--- config.mk ---
export PLATFORM = sky130hd
export DESIGN_NAME = control_sequencer
export DESIGN_NICKNAME = d
export VERILOG_FILES = /design/src/rtl/control_sequencer.sv
export SDC_FILE = /design/constraint.sdc
export NUM_CORES = 1
export LEC_CHECK = 0
export CAP_MARGIN = 20
export CORE_UTILIZATION = 45
export DETAILED_ROUTE_END_ITERATION = 8
export PLACE_DENSITY = 0.71
export SYNTH_ARGS = -nofsm -noshare
export SYNTH_HDL_FRONTEND = slang
export SYNTH_SLANG_ARGS = --single-unit
--- constraint.sdc ---
create_clock -name clk -period 1.5 [get_ports clk]
set_input_delay 0.3 -clock clk [delete_from_list [all_inputs] [get_ports clk]]
set_output_delay 0.3 -clock clk [all_outputs]
set_load 0.05 [all_outputs]
--- src/rtl/control_sequencer.sv ---
// control_sequencer: T-state microsequencer for a small accumulator machine.
// A six-step ring counter (T1..T6) with a shared fetch (T1..T3) and an
// opcode-dependent execute phase (T4..T6). Every control output is a flop
// loaded with the decode of the *next* state, so outputs are glitch-free
// and depend only on registered tstate, latched opcode and halted.
module control_sequencer #(
  parameter logic [3:0] OP_LDA = 4'h0,
  parameter logic [3:0] OP_ADD = 4'h1,
  parameter logic [3:0] OP_SUB = 4'h2,
  parameter logic [3:0] OP_OUT = 4'hE,
  parameter logic [3:0] OP_HLT = 4'hF
) (
  input  logic       clk,
  input  logic       reset,
  input  logic       run,
  input  logic [3:0] opcode,
  output logic       pc_inc,
  output logic       pc_enable,
  output logic       mar_load,
  output logic       ram_enable,
  output logic       ir_load,
  output logic       ir_enable,
  output logic       a_load,
  output logic       a_enable,
  output logic       b_load,
  output logic       alu_enable,
  output logic       alu_sub,
  output logic       out_load,
  output logic       halted,
  output logic [2:0] tstate
);

  typedef enum logic [2:0] {
    T1 = 3'd1,
    T2 = 3'd2,
    T3 = 3'd3,
    T4 = 3'd4,
    T5 = 3'd5,
    T6 = 3'd6
  } tstate_e;

  // Bit positions inside the packed control word.
  localparam int C_PC_INC  = 11;
  localparam int C_PC_EN   = 10;
  localparam int C_MAR_LD  = 9;
  localparam int C_RAM_EN  = 8;
  localparam int C_IR_LD   = 7;
  localparam int C_IR_EN   = 6;
  localparam int C_A_LD    = 5;
  localparam int C_A_EN    = 4;
  localparam int C_B_LD    = 3;
  localparam int C_ALU_EN  = 2;
  localparam int C_ALU_SUB = 1;
  localparam int C_OUT_LD  = 0;

  // Control word issued in T1; also the reset value of the output flops.
  localparam logic [11:0] CTRL_T1 = 12'b0110_0000_0000;

  tstate_e     tstate_q, tstate_d;
  logic        halted_q, halted_d;
  logic [3:0]  op_q, op_d;
  logic [11:0] ctrl_q, ctrl_d;

  // Control word for a given (tstate, opcode, halted); halted forces all-zero.
  function automatic logic [11:0] decode(input tstate_e t, input logic [3:0] op,
                                         input logic halt);
    logic [11:0] c;
    logic        mem_op;
    c      = 12'b0;
    mem_op = (op == OP_LDA) || (op == OP_ADD) || (op == OP_SUB);
    if (halt) begin
      c = 12'b0;
    end else begin
      case (t)
        T1: begin
          c[C_PC_EN]  = 1'b1;
          c[C_MAR_LD] = 1'b1;
        end
        T2: c[C_PC_INC] = 1'b1;
        T3: begin
          c[C_RAM_EN] = 1'b1;
          c[C_IR_LD]  = 1'b1;
        end
        T4: begin
          if (mem_op) begin
            c[C_IR_EN]  = 1'b1;
            c[C_MAR_LD] = 1'b1;
          end else if (op == OP_OUT) begin
            c[C_A_EN]   = 1'b1;
            c[C_OUT_LD] = 1'b1;
          end else begin
            c = 12'b0;
          end
        end
        T5: begin
          if (op == OP_LDA) begin
            c[C_RAM_EN] = 1'b1;
            c[C_A_LD]   = 1'b1;
          end else if ((op == OP_ADD) || (op == OP_SUB)) begin
            c[C_RAM_EN] = 1'b1;
            c[C_B_LD]   = 1'b1;
          end else begin
            c = 12'b0;
          end
        end
        T6: begin
          if ((op == OP_ADD) || (op == OP_SUB)) begin
            c[C_ALU_EN]  = 1'b1;
            c[C_A_LD]    = 1'b1;
            c[C_ALU_SUB] = (op == OP_SUB);
          end else begin
            c = 12'b0;
          end
        end
        default: c = 12'b0;
      endcase
    end
    return c;
  endfunction

  // Next T-state, halt flag and latched opcode, plus the matching control word.
  always_comb begin
    tstate_d = tstate_q;
    halted_d = halted_q;
    op_d     = op_q;
    if (run && !halted_q) begin
      case (tstate_q)
        T1: tstate_d = T2;
        T2: tstate_d = T3;
        T3: begin
          tstate_d = T4;
          op_d     = opcode;
        end
        T4: begin
          if (op_q == OP_HLT) begin
            tstate_d = T4;
            halted_d = 1'b1;
          end else begin
            tstate_d = T5;
          end
        end
        T5: tstate_d = T6;
        T6: tstate_d = T1;
        default: tstate_d = T1;
      endcase
    end else begin
      tstate_d = tstate_q;
    end
    ctrl_d = decode(tstate_d, op_d, halted_d);
  end

  // Sequencer state and registered control outputs with async reset to T1.
  always_ff @(posedge clk or posedge reset) begin
    if (reset) begin
      tstate_q <= T1;
      halted_q <= 1'b0;
      op_q     <= 4'h0;
      ctrl_q   <= CTRL_T1;
    end else begin
      tstate_q <= tstate_d;
      halted_q <= halted_d;
      op_q     <= op_d;
      ctrl_q   <= ctrl_d;
    end
  end

  assign pc_inc     = ctrl_q[C_PC_INC];
  assign pc_enable  = ctrl_q[C_PC_EN];
  assign mar_load   = ctrl_q[C_MAR_LD];
  assign ram_enable = ctrl_q[C_RAM_EN];
  assign ir_load    = ctrl_q[C_IR_LD];
  assign ir_enable  = ctrl_q[C_IR_EN];
  assign a_load     = ctrl_q[C_A_LD];
  assign a_enable   = ctrl_q[C_A_EN];
  assign b_load     = ctrl_q[C_B_LD];
  assign alu_enable = ctrl_q[C_ALU_EN];
  assign alu_sub    = ctrl_q[C_ALU_SUB];
  assign out_load   = ctrl_q[C_OUT_LD];
  assign halted     = halted_q;
  assign tstate     = tstate_q;

endmodule

==> flow_summary.yaml <==
placement:
  gp_routability_congestion: 0.930
  placed_cells: 170
  portBuffers: 22
  pre_cts_slack_ps: -437
  placed_area_sq_mm: 0.00163
  detailed_place_hpwl_microns: 2030
clock_tree:
  cts_root_buf: "sky130_fd_sc_hd__clkbuf_4"
  cts_hold_buffers: 0
  clk-insertion-delay-late_ps: 300
  cts_made_buffers: 3
  clock_sink_count: 19
  clock_slew_at_reported_path_ffs_ps: 110
  ctsHtreeMaxLevel: 1
  cts_tree: "built"
  clockBufferDepth: 2
critical_path:
  worstPathCellList: "nand3b_1 -> nor2_4 -> mux2_4 -> and4b_1"
  worst_setup_path_class: "flop to flop"
  slowest_stage: "sky130_fd_sc_hd__dfstp_2"
  worstPathMaxFanout: 4
  crit_path_max_incr_delay_ps: 580
  timing.critical_path.to_type: "flop"
  critical_path_required_ps: 1690
  timing.critical_path.buf_inv: 0
  cp.arrival_ps: 1800
  cpLargestDelayFamily: "simple AND/OR/NAND/NOR gates"
  timing.critical_path.from_type: "flop"
run:
  max_cap_viols: 0
global_routing:
  grt_max_degree: 20
  grt_overflow_total: 0
  grt_antenna_before_repair: 0
  grt_usage_pct: 23.9
  grt_pass1_wl_microns: 4610
  first_global_vias: 1036
die:
  die_area_sq_mm: 0.00269
  dieWidth_microns: 51.9
  die_h_microns: 51.9
  std_cell_rows: 17
  initial_utilization_pct: 49.3
  top_level_ports: 23
  std_cell_core_area_sq_mm: 0.00228
sta:
  worst_slack_ps: -110
  final_report_hold_violation_count: 0
  rsz0062_at_grt: "yes"
  maxClockFrequency_mhz: 621
  final.setup_skew_ps: 4.94
  finalSetupTns_ps: -409
  hold_ws_ps: 311
  crit_share_post_route_pct: 107
  period_minus_slack_ps: 1610
  setup_violations: 9
  measured_slew_at_the_worst_slew_check_pin_ps: 453
  max_slew_margin_pct: 69.4
  final_max_slew_viol_count: 0
yosys:
  synth_top_cells_by_area: "sky130_fd_sc_hd__dfrtp_1 36%, sky130_fd_sc_hd__dfstp_2 7.0%, sky130_fd_sc_hd__mux2_2 4.0%"
  postSynthAreaPerCell_sq_um: 10.1
  synth_area_leader_cell: "sky130_fd_sc_hd__dfrtp_1"
  yosys_warnings: 0
  synth_cells: 111
  synth_top_area_share_pct: 35.7
  synth_seq_area_share_pct: 42.7
  netlist-cell-type-count: 48
  ys_ff_latch: 19
  async_reset_ff_share_pct: 100
  synth_edf_count: 0
  ys.flop_type: "sky130_fd_sc_hd__dfrtp_1"
  synth_fp_nets: 118
  synthesis.area_sq_mm: 0.00112
power_and_ir_drop:
  leakage_nw: 0.756
  power.ir.vdd_worst_mv: 0.374
  power.density_mw_per_mm2: 496
  finalPower_mw: 0.866
status:
  violated_checks: "negative setup slack"
  outcome: "complete, but fails checks"
detailed_routing:
  wl_microns: 2790
  drtPass1Iterations: 4
  drt_iter0_drc: 23
  vias_per_cell: 5.82
  drt-wirelength-per-cell_microns: 15.5
  detailroute.via_count: 1047
  antenna_violating_nets_post_route: 0
  drc: 0
layout:
  syn_to_final_growth_pct: 55.6
  final_cell_mix: "20 x sky130_fd_sc_hd__buf_4, 17 x sky130_fd_sc_hd__buf_12, 13 x sky130_fd_sc_hd__dfrtp_1"
  antenna_cells_inserted: 0
  finish.net_count: 160
  drive_above_1_share_pct: 42.1
  layout.cell_area.non_filler_sq_mm: 0.00174
  finish.utilization_pct: 76.6
  finalNonFillerCells: 180
  most_common_cell_after_layout_fill_and_taps_aside: "sky130_fd_sc_hd__buf_4"
hold_path:
  hold_path_class: "input pin to async pin"
## cell usage after synthesis, types with 2 or more instances
master,n
sky130_fd_sc_hd__a21o_1,2
sky130_fd_sc_hd__a21oi_1,4
sky130_fd_sc_hd__and3b_1,2
sky130_fd_sc_hd__buf_2,5
sky130_fd_sc_hd__buf_4,2
sky130_fd_sc_hd__dfrtp_1,16
sky130_fd_sc_hd__dfstp_2,3
sky130_fd_sc_hd__inv_1,5
sky130_fd_sc_hd__mux2_2,4
sky130_fd_sc_hd__mux2i_1,2
sky130_fd_sc_hd__nand2_1,4
sky130_fd_sc_hd__nand2b_1,6
sky130_fd_sc_hd__nand3b_1,3
sky130_fd_sc_hd__nand4_1,3
sky130_fd_sc_hd__nand4b_1,2
sky130_fd_sc_hd__nor2_1,6
sky130_fd_sc_hd__nor2b_1,4
sky130_fd_sc_hd__nor3_1,3
sky130_fd_sc_hd__nor4_1,3
sky130_fd_sc_hd__o21ai_0,3
sky130_fd_sc_hd__xnor2_1,2
## worst min-delay path, stage by stage
cell and delay [ps]:
sky130_fd_sc_hd__clkdlybuf4s50_1 400, sky130_fd_sc_hd__inv_1 50, sky130_fd_sc_hd__buf_4 240
## final cells by class
| cell class | count | area (sq um) |
|---|---|---|
| inverter | 5 | 18.8 |
| sequential | 19 | 483 |
| fill | 142 | 532 |
| tap | 28 | 35.0 |
| timing repair buffer | 45 | 572 |
| clock buffer | 4 | 26.3 |
| multi-input combinational | 79 | 609 |
## registers in the layout, indices dropped and copies added (netlist names)
name,cells
halted,1
tstate,3
ctrl_q,11
op_q,4
## where the power goes
part | switching (mW) | internal, mW
logic | 0.0468 | 0.0419
clock network | 0.157 | 0.104
registers | 0.00180 | 0.515
## timing repair
action                     in CTS  in global routing
resized for setup               5                  5
gates cloned                    0                  0
pin swaps                       0                  4
setup buffers                   3                  3
setup endpoints to repair      11                 14
## routing by layer
metal	part of all wire (%)	GRT usage, %
met2	53	41.7
met3	4.8	3.80
met1	39	27.3
met5	0	0
met4	3.0	13.5
## logic make-up (layout without fill, tap and decap cells)
group	count (synthesis)	count (layout)	share of synthesized area [%]
simple gates	46	46	27.0
compound gates	24	24	15.8
flops	19	19	42.7
buf+inv	13	54	6.25
mux	6	6	5.80
xor+xnor	3	3	2.34
## worst paths after layout
kind / startpoint / to / slack, ps / depth (start not counted)
min: reset / ctrl_q[7] / 310 / 3
max: tstate[0] / ctrl_q[4] / -110 / 4
max in group asynchronous: reset / ctrl_q[10] / 930 / 3
max reg2reg: tstate[0] / ctrl_q[4] / -110 / 4
min in group clk: tstate[1] / tstate[1] / 600 / 1
min reg2reg: tstate[1] / tstate[1] / 600 / 1
Note: power is estimated with default switching activity, not from simulation.
